<file path="src/rtl/dbram_stream_reader.sv">
// dbram_stream_reader
// Read-side controller for a two-bank ping-pong RAM. The writer fills one
// bank while this block drains the other. It generates read addresses, absorbs
// the RAM's one-cycle read latency through a 2-entry output FIFO, and hands
// each bank back to the writer with a bank_free pulse once its last word has
// been fetched.
//
// Ports
//   clk, reset            clock; asynchronous active-high reset
//   bank_full, bank_len   writer handoff pulse and word count of that bank
//   bank_free             pulse: current read bank fully fetched
//   full_count            banks filled and not yet freed (0..2)
//   rd_bank, rd_addr      RAM read bank / address
//   rd_en, rd_data        read strobe; data returns the following cycle
//   out_data, out_valid,
//   out_ready, out_last   output stream, out_last on the final word of a bank
//   err_overflow          sticky: bank_full arrived with both banks full
//
// state | meaning
// ------+---------------------------------------------------------------
// IDLE  | no bank in progress; load the length of rd_bank when one is full
// READ  | issuing reads while FIFO + in-flight leaves room
// WAIT  | last read issued; waiting for its data to land in the FIFO
module dbram_stream_reader #(
    parameter int AWIDTH    = 12,
    parameter int NUM_WORDS = 4096,
    parameter int DWIDTH    = 60
) (
    input  logic              clk,
    input  logic              reset,
    input  logic              bank_full,
    input  logic [AWIDTH:0]   bank_len,
    output logic              bank_free,
    output logic [1:0]        full_count,
    output logic              rd_bank,
    output logic [AWIDTH-1:0] rd_addr,
    output logic              rd_en,
    input  logic [DWIDTH-1:0] rd_data,
    output logic [DWIDTH-1:0] out_data,
    output logic              out_valid,
    input  logic              out_ready,
    output logic              out_last,
    output logic              err_overflow
);

    localparam logic [1:0] ST_IDLE = 2'd0;
    localparam logic [1:0] ST_READ = 2'd1;
    localparam logic [1:0] ST_WAIT = 2'd2;

    localparam logic [AWIDTH:0] LEN_MAX = (AWIDTH+1)'(NUM_WORDS);
    localparam logic [AWIDTH:0] LEN_ONE = (AWIDTH+1)'(1);

    logic [1:0]        state;
    logic              wr_ptr;
    logic [AWIDTH:0]   len_store [2];
    logic [AWIDTH:0]   len_in;
    logic [AWIDTH:0]   remaining;
    logic              rd_pend;
    logic              pend_last;

    logic [DWIDTH-1:0] fifo_data [2];
    logic [1:0]        fifo_last;
    logic              fifo_wp;
    logic              fifo_rp;
    logic [1:0]        fifo_cnt;

    logic              push;
    logic              pop;
    logic [2:0]        occupancy;
    logic              credit_ok;
    logic              accept_full;

    // Over-range lengths are clamped to a full bank rather than running past it.
    assign len_in = (bank_len > LEN_MAX) ? LEN_MAX : bank_len;

    assign out_valid = (fifo_cnt != 2'd0);
    assign pop       = out_valid & out_ready;
    assign push      = rd_pend;
    assign out_data  = fifo_data[fifo_rp];
    assign out_last  = out_valid & fifo_last[fifo_rp];

    // A same-cycle pop frees a slot, which is what allows one word per cycle.
    assign occupancy = {1'b0, fifo_cnt} + {2'b00, rd_pend};
    assign credit_ok = occupancy < (3'd2 + {2'b00, pop});
    assign rd_en     = (state == ST_READ) && credit_ok;

    // pend_last is only ever set by the final issue, which also moved us to WAIT.
    assign bank_free   = (state == ST_WAIT) && rd_pend && pend_last;
    assign accept_full = bank_full && ((full_count != 2'd2) || bank_free);

    always_ff @(posedge clk or posedge reset) begin
        if (reset) begin
            wr_ptr       <= 1'b0;
            len_store[0] <= '0;
            len_store[1] <= '0;
            full_count   <= 2'd0;
            rd_bank      <= 1'b0;
            err_overflow <= 1'b0;
        end else begin
            if (accept_full) begin
                len_store[wr_ptr] <= len_in;
                wr_ptr            <= ~wr_ptr;
            end else if (bank_full) begin
                err_overflow <= 1'b1;
            end
            case ({accept_full, bank_free})
                2'b10:   full_count <= full_count + 2'd1;
                2'b01:   full_count <= full_count - 2'd1;
                default: full_count <= full_count;
            endcase
            if (bank_free) begin
                rd_bank <= ~rd_bank;
            end
        end
    end

    always_ff @(posedge clk or posedge reset) begin
        if (reset) begin
            state     <= ST_IDLE;
            remaining <= '0;
            rd_addr   <= '0;
            rd_pend   <= 1'b0;
            pend_last <= 1'b0;
        end else begin
            rd_pend   <= rd_en;
            pend_last <= rd_en && (remaining == LEN_ONE);
            case (state)
                ST_IDLE: begin
                    // With no bank queued, rd_bank equals the write pointer, so a
                    // bank arriving now is ours; bypass the store to save a cycle.
                    if (full_count != 2'd0) begin
                        remaining <= len_store[rd_bank];
                        rd_addr   <= '0;
                        state     <= ST_READ;
                    end else if (accept_full) begin
                        remaining <= len_in;
                        rd_addr   <= '0;
                        state     <= ST_READ;
                    end
                end
                ST_READ: begin
                    if (rd_en) begin
                        rd_addr   <= rd_addr + AWIDTH'(1);
                        remaining <= remaining - LEN_ONE;
                        if (remaining == LEN_ONE) begin
                            state <= ST_WAIT;
                        end
                    end
                end
                ST_WAIT: begin
                    if (bank_free) begin
                        state <= ST_IDLE;
                    end
                end
                default: state <= ST_IDLE;
            endcase
        end
    end

    always_ff @(posedge clk or posedge reset) begin
        if (reset) begin
            fifo_data[0] <= '0;
            fifo_data[1] <= '0;
            fifo_last    <= 2'b00;
            fifo_wp      <= 1'b0;
            fifo_rp      <= 1'b0;
            fifo_cnt     <= 2'd0;
        end else begin
            if (push) begin
                fifo_data[fifo_wp] <= rd_data;
                fifo_last[fifo_wp] <= pend_last;
                fifo_wp            <= ~fifo_wp;
            end
            if (pop) begin
                fifo_rp <= ~fifo_rp;
            end
            case ({push, pop})
                2'b10:   fifo_cnt <= fifo_cnt + 2'd1;
                2'b01:   fifo_cnt <= fifo_cnt - 2'd1;
                default: fifo_cnt <= fifo_cnt;
            endcase
        end
    end

endmodule

</file>
<file path="config.mk">
export PLATFORM = sky130hd
export DESIGN_NAME = dbram_stream_reader
export DESIGN_NICKNAME = d
export VERILOG_FILES = /design/src/rtl/dbram_stream_reader.sv
export SDC_FILE = /design/constraint.sdc
export NUM_CORES = 1
export LEC_CHECK = 0
export BUFFER_PORTS_ARGS = -buffer_cell sky130_fd_sc_hd__buf_2
export CAP_MARGIN = 30
export CORE_ASPECT_RATIO = 0.6
export CORE_UTILIZATION = 40
export DETAILED_ROUTE_END_ITERATION = 16
export GPL_TIMING_DRIVEN = 0
export SKIP_LAST_GASP = 1
export SYNTH_ARGS = -nofsm -noshare
export SYNTH_HDL_FRONTEND = slang
export SYNTH_SLANG_ARGS = --single-unit
</file>
<file path="constraint.sdc">
create_clock -name clk -period 17.2 [get_ports clk]
set_input_delay 1.72 -clock clk [delete_from_list [all_inputs] [get_ports clk]]
set_output_delay 1.72 -clock clk [all_outputs]
set_load 0.01 [all_outputs]
</file>
### Word-level counts from Yosys, hierarchy flattened

Cells that the tools add are included.

* flip-flop bits (word level): 186
* bits of input ports: 77
* output and inout port bits: 80
* word-level logic and storage cells: 111

* $add $sub $neg: 8
* $lt $le $gt $ge: 11
* equal/unequal tests: 12
* mux-type cells: 34
* bitwise logic cells: 11
* reduce and logical (&&, ||, !) cells: 18

Operators with widths (number)
* $mux 60: 4
* $bwmux 120: 1
* $mux 13: 8
* $demux 60 s1: 1
* $mux 12: 3
* $bwmux 26: 1
* $pmux 13 s2: 1
* $pmux 12 s2: 1
* $demux 13 s1: 1
* $eq 13x1->1 const B: 1
* $gt 13x13->1 const B: 1
* $sub 13x1->13 const B: 1
* $add 12x1->12 const B: 1
* $mux 2: 5
* $reduce_bool 2->1: 5
* $ge 2x2->1 const B: 4
* $logic_and 1x1->1: 8
* $not 1->2: 4
* $pmux 2 s2: 2
* $eq 2x1->1 const B: 3
* $eq 2x2->1 const B: 3
* $ne 2x2->1 const B: 3
* $pmux 2 s3: 1
* $not 1->1: 5
* 19 further kinds: 26

### Depth between registers and ports, before layout

* word-level depth: 8
* gate-level depth with buffers: 8
* mapped depth without buffers: 7

### Worst setup path after synthesis

No wires, ideal clock.

* kind: input to output
* from: input port out_ready
* to: output port rd_en
* arrival: 2291 ps
* data required time: 15480 ps
* setup slack: 13189 ps
* stages: 4
* path buffers: 0
* cells stage by stage: o21ai_2 o21ai_1 nand2_1 inv_1

* longest elaborated chain between the ends: 4

Ends and longest elaborated chain
* start: declaration: RTL line 41 `input logic out_ready,`
* $and 1x1->1: RTL line 77 `assign pop = out_valid & out_ready;`
* $add 2x1->3: RTL line 84 `assign credit_ok = occupancy < (3'd2 + {2'b00, pop});`
* $lt 3x3->1: RTL line 84
* $logic_and 1x1->1: RTL line 85 `assign rd_en = (state == ST_READ) && credit_ok;`
* end: declaration: RTL line 37 `output logic rd_en,`

No other way between the ends.

### Worst setup path in the final report

Ends and elaborated chain as after synthesis.

==> impl_metrics.env <==
export IMPL_post_route_min_period_ns=4.563
export IMPL_ant_nets=0
export IMPL_grt_ovfl_total=0
export IMPL_remaining_drc_errors=0
export IMPL_ys_warn_count=0
export IMPL_h_tree_depth=4
export IMPL_cp_max_fo=7
export IMPL_drt_wl_total_mm=20.18
export IMPL_dr_first_iter_drc_count=355
export IMPL_vias=5851
export IMPL_coreArea_sq_um=20470
export IMPL_irDropWorstVdd_uv=65.73
export IMPL_grt_usage_pct=19.07
export IMPL_cts_hold_buf=0
export IMPL_start_util_pct=41.70
export IMPL_areaGrowthSynthToFinish_pct=19.91
export IMPL_cts_repair_resize_count=0
export IMPL_cpMostUsedCell="buf_2"
export IMPL_max_slew_margin_pct=43.95
export IMPL_max_slew_worst_pin_slew_ns=0.8196
export IMPL_leakagePower_nw=4.931
export IMPL_whs_ns=0.4706
export IMPL_first_pass_iters=5
export IMPL_synth_cell_type_count=53
export IMPL_fin_skew_ns=0.01283
export IMPL_maxCapViolations=0
export IMPL_hold_viol_final=0
export IMPL_crit_type="in -> out"
export IMPL_port_buffers=156
export IMPL_grt_pass1_vias=5662
export IMPL_synth_seq_cells=186
export IMPL_nFillCells=1905
export IMPL_synth_edf_count=0
export IMPL_syn_area_sq_um=8536
export IMPL_regArea_sq_um=4654
export IMPL_root_buffer="clkbuf_16"
export IMPL_grt_max_degree=125
export IMPL_cts_setup_buffers=0
export IMPL_max_freq_mhz=219.2
export IMPL_clk_pin_slew_worst_paths_ns=0.07
export IMPL_power_mw=1.203
export IMPL_diodes=0
export IMPL_synthCells=685
export IMPL_synth_ff_type="dfrtp_1"
export IMPL_antenna_found_initial=1
export IMPL_cts_tree="built"
export IMPL_fin_tns_setup_ns=0
export IMPL_synthArstFlopShare_pct=100.0
export IMPL_cts_sinks=186
export IMPL_drive_above_1_share_pct=45.48
export IMPL_start_kind="input port"
export IMPL_status="finished clean"
export IMPL_cp_end_kind="output pin"
export IMPL_post_dp_hpwl_mm=14.55
export IMPL_syn_num_nets=769
export IMPL_dieWidth_um=190.6
export IMPL_period_share_pct=26.53
export IMPL_crit_required_ns=15.48
export IMPL_ff2ff_path_depth=5
export IMPL_layout_nets=946
export IMPL_powerDensity_nw_per_um2=117.6
export IMPL_setup_viol=0
export IMPL_min_path_type="reg -> reg"
export IMPL_grt_pass1_wl_mm=31.74
export IMPL_clk_path_buf_depth=2
export IMPL_slowest_stage="o21ai_1"
export IMPL_crit_chain="buf_2, o21ai_2, o21ai_1, nand2_1, inv_1, buf_2"
export IMPL_arrival_ns=2.84
export IMPL_reg2reg_from="full_count[0]"
export IMPL_critical_path_max_stage_delay_ns=0.33
export IMPL_final_max_slew_violation_count=0
export IMPL_dieArea_sq_um=21950
export IMPL_rsz0062_at_grt="no"
export IMPL_pin_count=157
export IMPL_clk_latency_ns=0.43
export IMPL_ys_seq_area_share_pct=54.53
export IMPL_r2r_end="remaining[12]"
export IMPL_multi_input_area_sq_um=3667
export IMPL_synth_avg_cell_area_sq_um=12.46
export IMPL_fp_row_count=40
export IMPL_gp_congestion=0.7918
export IMPL_endpoint="rd_en"
export IMPL_viasPerCell=5.106
export IMPL_cts_buffers=17
export IMPL_rrSetupSlack_ns=14.98
export IMPL_startpoint="out_ready"
export IMPL_avgRoutedWirePerCell_um=17.60
export IMPL_die_h_um=115.2
[Yosys cell counts, drive strengths merged (2+ instances only)]
library cell / n / area [sq um]
dfrtp: 186 / 4654
mux2: 186 / 2095
o21ai: 51 / 274.0
nand2: 48 / 180.2
nor2: 31 / 118.9
buf: 26 / 135.1
nand2b: 16 / 100.1
a21oi: 15 / 75.07
clkbuf: 12 / 45.04
inv: 9 / 33.78
nor3: 9 / 45.04
a211oi: 8 / 60.06
nand3: 8 / 40.04
xor2: 8 / 70.07
ha: 7 / 87.58
mux2i: 7 / 70.07
nor2b: 5 / 31.28
o211ai: 5 / 42.54
or3: 5 / 31.28
xnor2: 5 / 43.79
a31oi: 4 / 25.02
a22o: 3 / 26.28
nor4: 3 / 25.02
o21a: 3 / 22.52
o31ai: 3 / 22.52
a2111oi: 2 / 17.52
nor4b: 2 / 17.52
o22a: 2 / 17.52
o22ai: 2 / 12.51
or2: 2 / 12.52
or4: 2 / 18.77
[where the power goes]
| group | leakage (nW) | internal, mW | switching (mW) |
|---|---|---|---|
| logic | 2.29 | 0.147 | 0.182 |
| clock network | 0.263 | 0.206 | 0.163 |
| registers | 2.37 | 0.478 | 0.0276 |
[layout make-up]
class | instances | area share, %
well taps | 273 | 3.337
clock buffers | 23 | 4.572
inverters | 9 | 0.4034
flip-flops and latches | 186 | 45.48
repair buffers | 158 | 7.934
multi-input cells | 452 | 35.83
plain buffers | 38 | 1.760
clock inverters | 7 | 0.6846
[worst min-delay path by stage]
stage | slack [ns] | cells after the start | start | to
after global placement | 0.45 | 2 | err_overflow | err_overflow
after floorplan | 0.44 | 2 | len_store[14] | len_store[14]
after detailed placement | 0.46 | 2 | err_overflow | err_overflow
after global routing | 0.50 | 2 | err_overflow | err_overflow
final | 0.47 | 2 | err_overflow | err_overflow
after CTS | 0.47 | 2 | err_overflow | err_overflow
[per-layer routing]
layer  track usage, %  wire (um)  up-vias
li1                 -          -     2795
met1            30.39      10740     2884
met2            24.48       7917      164
met3            5.769       1406        8
met4            4.480        112        0
met5                0          0        -
[through the flow]
step	cells	area (sq um)	setup slack, ns	utilization (%)
detailed placement	1116	9697	12.65	47.37
finish	1146	10230	12.64	50.00
floorplan	685	8536	10.42	-
global route	1146	10230	12.49	50.00
global placement	1114	9658	8.077	47.18
CTS	1146	10230	12.65	50.00
[cells by family (layout without fill, tap and decap cells)]
kind of cell / Yosys count / in the layout / synth area share, %
buf+inv: 47 / 235 / 2.507
compound gates: 102 / 102 / 7.432
xor+xnor: 13 / 13 / 1.334
simple gates: 137 / 137 / 7.813
flops: 186 / 186 / 54.53
fa+ha+maj: 7 / 7 / 1.026
mux: 193 / 193 / 25.36
[cell usage in the layout, fill, tap and decap left out, drive strengths merged, types with 8 or more instances in the layout]
cell type  instances
a211oi             8
a21oi             15
buf              184
clkbuf            35
dfrtp            186
inv                9
mux2             186
nand2             48
nand2b            16
nand3              8
nor2              31
nor3               9
o21ai             51
xor2               8
[state kept, by name, summed over array words and instances, names as in the netlist]
| signal | count |
|---|---|
| state | 2 |
| push | 1 |
| fifo_wp | 1 |
| rd_bank | 1 |
| fifo_rp | 1 |
| fifo_cnt | 2 |
| full_count | 2 |
| fifo_data | 120 |
| len_store | 26 |
| err_overflow | 1 |
| rd_addr | 12 |
| remaining | 13 |
| fifo_last | 2 |
| wr_ptr | 1 |
| pend_last | 1 |
[critical path: cells and delay by family]
kind            cells  cell delay (ns)
buf+inv             3             0.50
simple gates        1             0.22
compound gates      2             0.41
Note: power is estimated with default switching activity, not from simulation.
